$ cat src/rtl/draw_sequencer_param.sv
// Draw-command sequencer: steps the VGA engine through the title screens and a
// parametrised per-frame job list, with frame sync, pause and a game-over path.
module draw_sequencer_param #(
    parameter int CMD_W     = 5,
    parameter int N_LANES   = 15,
    parameter int N_LINES   = 3,
    parameter int N_SCORE   = 2,
    parameter int TITLE_CNT = 19201,
    parameter int LANE_CNT  = 32,
    parameter int LINE_CNT  = 32,
    parameter int SCORE_CNT = 300,
    parameter int BG_CNT    = 19201,
    parameter int CLEAR_CNT = 160,
    parameter int HANDSHAKE = 0
) (
    input  logic             CLK,
    input  logic             reset,
    input  logic             continue_game,
    input  logic             pause,
    input  logic             frame_sync,
    input  logic             game_over,
    input  logic             draw_done,
    output logic [CMD_W-1:0] command,
    output logic [1:0]       choose,
    output logic             step_start,
    output logic             frame_done,
    output logic             busy
);

    localparam bit HS = (HANDSHAKE != 0);

    localparam int MAX_C1  = (TITLE_CNT > LANE_CNT) ? TITLE_CNT : LANE_CNT;
    localparam int MAX_C2  = (MAX_C1 > LINE_CNT) ? MAX_C1 : LINE_CNT;
    localparam int MAX_C3  = (MAX_C2 > SCORE_CNT) ? MAX_C2 : SCORE_CNT;
    localparam int MAX_C4  = (MAX_C3 > BG_CNT) ? MAX_C3 : BG_CNT;
    localparam int MAX_CNT = (MAX_C4 > CLEAR_CNT) ? MAX_C4 : CLEAR_CNT;
    localparam int CNT_W   = $clog2(MAX_CNT + 1);

    localparam int MAX_I1  = (N_LANES > N_LINES) ? N_LANES : N_LINES;
    localparam int MAX_IDX = (MAX_I1 > N_SCORE) ? MAX_I1 : N_SCORE;
    localparam int IDX_W   = $clog2(MAX_IDX + 1);

    localparam logic [IDX_W-1:0] LAST_LANE  = IDX_W'(N_LANES - 1);
    localparam logic [IDX_W-1:0] LAST_LINE  = IDX_W'((N_LINES > 0) ? N_LINES - 1 : 0);
    localparam logic [IDX_W-1:0] LAST_SCORE = IDX_W'((N_SCORE > 0) ? N_SCORE - 1 : 0);

    // Job codes are laid out contiguously: titles, lanes, lines, score digits, then the fixed jobs.
    localparam logic [CMD_W-1:0] LANE_BASE  = CMD_W'(2);
    localparam logic [CMD_W-1:0] LINE_BASE  = CMD_W'(2 + N_LANES);
    localparam logic [CMD_W-1:0] SCORE_BASE = CMD_W'(2 + N_LANES + N_LINES);
    localparam logic [CMD_W-1:0] CODE_BG    = CMD_W'(2 + N_LANES + N_LINES + N_SCORE);
    localparam logic [CMD_W-1:0] CODE_CLEAR = CMD_W'(3 + N_LANES + N_LINES + N_SCORE);
    localparam logic [CMD_W-1:0] CODE_FINAL = CMD_W'(4 + N_LANES + N_LINES + N_SCORE);
    localparam logic [CMD_W-1:0] CODE_STOP  = CMD_W'(5 + N_LANES + N_LINES + N_SCORE);
    localparam logic [CMD_W-1:0] CODE_WAIT  = CMD_W'(6 + N_LANES + N_LINES + N_SCORE);

    typedef enum logic [3:0] {
        K_TITLE_A,
        K_TITLE_B,
        K_LANE,
        K_LINE,
        K_SCORE,
        K_BG,
        K_CLEAR,
        K_WAIT,
        K_FINAL,
        K_STOP
    } kind_t;

    kind_t            kind_q, kind_d;
    logic [IDX_W-1:0] idx_q, idx_d;
    logic [CNT_W-1:0] cnt_q, cnt_last;
    logic             first_q;
    logic             go_q;
    logic             go_eff;
    logic             drawing;
    logic             counting;
    logic             timed_end;
    logic             step_end;
    logic             adv;

    assign go_eff = go_q | game_over;

    // Step-end detection: title is always counted; drawing jobs are counted or handshaken.
    always_comb begin
        cnt_last = '0;
        drawing  = 1'b0;
        case (kind_q)
            K_TITLE_A, K_TITLE_B: cnt_last = CNT_W'(TITLE_CNT - 1);
            K_LANE:  begin cnt_last = CNT_W'(LANE_CNT - 1);  drawing = 1'b1; end
            K_LINE:  begin cnt_last = CNT_W'(LINE_CNT - 1);  drawing = 1'b1; end
            K_SCORE: begin cnt_last = CNT_W'(SCORE_CNT - 1); drawing = 1'b1; end
            K_BG:    begin cnt_last = CNT_W'(BG_CNT - 1);    drawing = 1'b1; end
            K_CLEAR: begin cnt_last = CNT_W'(CLEAR_CNT - 1); drawing = 1'b1; end
            K_FINAL: begin cnt_last = CNT_W'(BG_CNT - 1);    drawing = 1'b1; end
            default: begin cnt_last = '0;                    drawing = 1'b0; end
        endcase
    end

    assign timed_end = (cnt_q == cnt_last);
    assign counting  = (kind_q == K_TITLE_A) || (kind_q == K_TITLE_B) || (drawing && !HS);

    always_comb begin
        step_end = 1'b0;
        if (kind_q == K_TITLE_A || kind_q == K_TITLE_B) begin
            step_end = timed_end;
        end else if (drawing) begin
            // draw_done in a step's first cycle belongs to the previous job, so it is ignored.
            step_end = HS ? (draw_done && !first_q) : timed_end;
        end
    end

    // State register
    always_ff @(posedge CLK) begin
        if (!reset) begin
            kind_q  <= K_TITLE_A;
            idx_q   <= '0;
            cnt_q   <= '0;
            first_q <= 1'b1;
            go_q    <= 1'b0;
        end else begin
            kind_q  <= kind_d;
            idx_q   <= idx_d;
            first_q <= adv;
            cnt_q   <= (adv || !counting) ? '0 : cnt_q + CNT_W'(1);
            if (game_over && kind_q != K_TITLE_A && kind_q != K_TITLE_B) begin
                go_q <= 1'b1;
            end
        end
    end

    // Next-state logic
    always_comb begin
        kind_d = kind_q;
        idx_d  = idx_q;
        case (kind_q)
            K_TITLE_A: begin
                if (continue_game) begin
                    kind_d = K_LANE;
                    idx_d  = '0;
                end else if (step_end) begin
                    kind_d = K_TITLE_B;
                end
            end
            K_TITLE_B: begin
                if (continue_game) begin
                    kind_d = K_LANE;
                    idx_d  = '0;
                end else if (step_end) begin
                    kind_d = K_TITLE_A;
                end
            end
            K_LANE: begin
                if (step_end) begin
                    if (idx_q != LAST_LANE) begin
                        idx_d = idx_q + IDX_W'(1);
                    end else begin
                        idx_d = '0;
                        if (N_LINES > 0)      kind_d = K_LINE;
                        else if (N_SCORE > 0) kind_d = K_SCORE;
                        else                  kind_d = K_BG;
                    end
                end
            end
            K_LINE: begin
                if (step_end) begin
                    if (idx_q != LAST_LINE) begin
                        idx_d = idx_q + IDX_W'(1);
                    end else begin
                        idx_d = '0;
                        if (N_SCORE > 0) kind_d = K_SCORE;
                        else             kind_d = K_BG;
                    end
                end
            end
            K_SCORE: begin
                if (step_end) begin
                    if (idx_q != LAST_SCORE) begin
                        idx_d = idx_q + IDX_W'(1);
                    end else begin
                        idx_d  = '0;
                        kind_d = K_BG;
                    end
                end
            end
            K_BG: begin
                if (step_end) kind_d = K_CLEAR;
            end
            K_CLEAR: begin
                if (step_end) kind_d = go_eff ? K_FINAL : K_WAIT;
            end
            K_WAIT: begin
                // Game over beats a simultaneous frame_sync.
                if (go_eff) begin
                    kind_d = K_FINAL;
                end else if (frame_sync && !pause) begin
                    kind_d = K_LANE;
                    idx_d  = '0;
                end
            end
            K_FINAL: begin
                if (step_end) kind_d = K_STOP;
            end
            K_STOP: begin
                kind_d = K_STOP;
            end
            default: begin
                kind_d = K_TITLE_A;
                idx_d  = '0;
            end
        endcase
    end

    assign adv = (kind_d != kind_q) || (idx_d != idx_q);

    // Output decode from registered state
    always_comb begin
        command = '0;
        choose  = 2'b10;
        busy    = drawing;
        case (kind_q)
            K_TITLE_A: begin command = '0;        choose = 2'b00; end
            K_TITLE_B: begin command = CMD_W'(1); choose = 2'b01; end
            K_LANE:    command = LANE_BASE + CMD_W'(idx_q);
            K_LINE:    command = LINE_BASE + CMD_W'(idx_q);
            K_SCORE:   command = SCORE_BASE + CMD_W'(idx_q);
            K_BG:      command = CODE_BG;
            K_CLEAR:   command = CODE_CLEAR;
            K_WAIT:    command = CODE_WAIT;
            K_FINAL:   begin command = CODE_FINAL; choose = 2'b11; end
            K_STOP:    begin command = CODE_STOP;  choose = 2'b11; end
            default:   command = '0;
        endcase
    end

    assign step_start = first_q;
    assign frame_done = first_q && (kind_q == K_WAIT);

endmodule

$ cat config.mk
export PLATFORM = sky130hd
export DESIGN_NAME = draw_sequencer_param
export DESIGN_NICKNAME = d
export VERILOG_FILES = /design/src/rtl/draw_sequencer_param.sv
export SDC_FILE = /design/constraint.sdc
export NUM_CORES = 1
export LEC_CHECK = 0
export CORE_MARGIN = 10
export CORE_UTILIZATION = 60
export DETAILED_ROUTE_END_ITERATION = 7
export PLACE_DENSITY = 0.81
export SLEW_MARGIN = 25
export SYNTH_ARGS = -nofsm -noshare
export SYNTH_HDL_FRONTEND = slang
export SYNTH_SLANG_ARGS = --single-unit
$ cat constraint.sdc
create_clock -name CLK -period 3.25 [get_ports CLK]
set_clock_uncertainty 0.05 [all_clocks]
set_input_delay 0.65 -clock CLK [delete_from_list [all_inputs] [get_ports CLK]]
set_output_delay 0.65 -clock CLK [all_outputs]
set_load 0.005 [all_outputs]
==> key figures <==
Floorplanning
  – Starting Density: 62.7%
  – Die W: 84.9 microns
  – Boundary pin count: 17
  – Core footprint: 4030 sq um
  – Die area: 7200 sq um
  – Row cnt: 23
  – Die Y: 84.9 microns

Final layout
  – Commonest non-fill, non-tap cell in the layout: nor2_1
  – Fin nets: 358
  – Commonest cells after routing, fill and taps aside: nor2_1, nand2_1, o21ai_0, dfxtp_1
  – Post-route design area: 2840 sq um
  – Layout fillers: 333
  – Proportion of layout cells with a drive suffix above 1: 14.9%
  – Area delta synth->final: 12.4%
  – Fin cells: 393
  – Reg area: 500 sq um
  – Multi-input logic area: 1870 sq um
  – ANT cells: 0

Synth
  – Synth area leader: dfxtp_1
  – Count of mapped cells out of synthesis: 328
  – Ys async rst share: 0%
  – Mapped Area: 2520 sq um
  – Synth area leaders: dfxtp_1, o21ai_0, nor2_1
  – Syn Area/Cell: 7.70 sq um
  – Syn_nets: 342
  – Synth warnings: 0
  – Top-area cell type share of the netlist area: 19.8%
  – Netlist cell types: 71
  – Most used flip-flop cell after synthesis: dfxtp_1
  – Post-synth EDFFs: 0
  – Synth Register Bits: 25
  – Register area share after synthesis: 19.8%

Worst setup path
  – R2r endpoint: cnt_q[14]
  – Crit-path max FO: 18
  – Worst Setup SP: kind_q[3]
  – Setup crit end kind: primary output
  – WS Path Type: flop to primary output
  – FF-to-FF Start: kind_q[3]
  – Critical Path RT: 2.55 ns
  – CP startpoint kind: flop
  – Reg2reg path depth: 8
  – R2R Setup Slk: 0.31 ns
  – Crit path DAT: 2.40 ns

Min path
  – WHS Path Cells: 2
  – Hold Path Class: flop to flop
  – Hold Crit Endpoint: go_q
  – Hold Crit Start: go_q

STA
  – RSZ-0062 raised after global routing: false
  – Worst-Margin Slew: 0.670 ns
  – Final hold viol count: 0
  – Setup_tns: 0 ns
  – Fmax achieved: 322 MHz
  – Minimum clock period: 3.10 ns
  – Slew HR: 55.3%
  – Slew Limit Fails: 0
  – Fin crit share: 95.4%
  – Final Setup Violations: 0

Drt
  – Total number of vias: 2532
  – DR vias/cell: 6.44
  – 1st-pass router iterations: 5
  – WL/cell: 17.0 microns
  – Antenna viol nets, final: 0
  – Initial DRC count: 362
  – Total wire length: 6670 microns
  – # DRC: 0

Global routing
  – Initial antenna violation count: 0
  – Vias in the first global route: 2266
  – Largest net degree at the start of global routing: 19
  – First-pass GRT wire length: 11000 microns
  – GRT Util Overall: 17.7%
  – Total gr overflow: 0

Power
  – P_int: 518 uW
  – Reg power frac: 41.9%
  – Clk pwr share: 25.4%
  – Peak VDD IR: 0.204 mV
  – P_sw: 280 uW
  – Switch share: 35.1%
  – Leakage power: 0.000970 uW
  – Logic pwr share: 32.7%
  – P per Cell Area: 281 nW/um^2

Clock network
  – CTS Buffer Depth: 2
  – Num CTS Buffers: 3
  – CTS sink count: 25
  – Hold buffer count at CTS: 0
  – CTS H-tree depth: 1
  – Skew-Pair Late Insertion Delay: 0.28 ns
  – CTS tree: done
  – Root Driver: clkbuf_8
  – Clock transition at the registers of the reported paths: 0.10 ns

Placed design
  – Placed cell count: 389
  – DP HPWL: 4970 microns
  – Placer Congestion: 0.935
  – DP Area: 2790 sq um
  – IO Port Bufs: 15

Flow run
  – Maxcap violations: 0

Run status
  – Status: completed
## worst max-delay path by stage
stage            endpoint  slack [ns]  depth (start not counted)
2_1_floorplan   cnt_q[10]        0.72                          8
3_3_place_gp    cnt_q[14]        0.17                          9
3_5_place_dp    cnt_q[14]        0.11                          9
4_1_cts        command[4]        0.05                          6
5_1_grt        command[3]        0.02                          5
6_report       command[3]        0.15                          5
## Yosys cell counts, types with 8 or more instances
library cell,number
buf_2,9
a21oi_1,17
dfxtp_1,25
clkbuf_1,8
inv_1,11
nor2b_1,11
nor4b_2,8
nand2_1,29
nor2_1,36
o21ai_0,28
xnor2_1,13
## cell families (layout without fill, tap and decap cells)
group | count (synthesis) | after routing | share of synthesized area [%]
buf+inv | 34 | 49 | 6.39
fa+ha+maj | 8 | 8 | 3.87
mux | 3 | 3 | 1.24
simple gates | 154 | 154 | 38.7
flops | 25 | 25 | 19.8
xor+xnor | 17 | 17 | 5.90
compound gates | 87 | 87 | 24.1
## state kept, by name (all words and copies together) (netlist names)
name,count
idx_q,4
cnt_q,15
step_start,1
kind_q,4
go_q,1
## repair_timing
action,4_1_cts,5_1_grt
setup endpoints to repair,0,1
setup buffers,0,0
resized for setup,0,1
## cell type report
type | instances | share of cell area (%)
clock inverter | 1 | 0.265
sequential | 25 | 17.6
clock buffer | 3 | 1.46
timing repair buffer | 34 | 11.2
inverter | 11 | 1.46
multi-input combinational | 269 | 65.8
tap | 50 | 2.20
## metal layers
| metal | vias to the layer above | wire, microns | track usage [%] |
|---|---|---|---|
| li1 | 1221 | - | - |
| met5 | - | 0 | 0 |
| met1 | 1175 | 2920 | 24.8 |
| met4 | 0 | 78 | 3.59 |
| met3 | 10 | 602 | 2.77 |
| met2 | 126 | 3070 | 27.7 |
## power groups by stage
stage                     logic [uW]  clock network (uW)  registers (uW)
final                            261                 203             334
after global placement           252                   0             340
after floorplan                  180                   0             335
after CTS                        258                 206             334
after global routing             282                 217             337
after detailed placement         256                   0             341
## per-stage QoR
step / util [%] / power (uW) / hold slack [ns] / setup WS (ns)
global route: 70.4 / 836 / 0.570 / 0.0194
global placement: 69.1 / 592 / 0.470 / 0.174
detailed placement: 69.1 / 597 / 0.495 / 0.105
floorplan: - / 515 / 0.446 / 0.717
finish: 70.4 / 798 / 0.500 / 0.149
CTS: 70.3 / 798 / 0.509 / 0.0548
## critical path, cell delays in order (launching register included)
cell and delay, ns:
dfxtp_1 0.76, buf_4 0.29, nor2b_1 0.28, a31oi_1 0.09, o221ai_1 0.18, clkdlybuf4s50_1 0.53
Note: power is estimated with default switching activity, not from simulation.
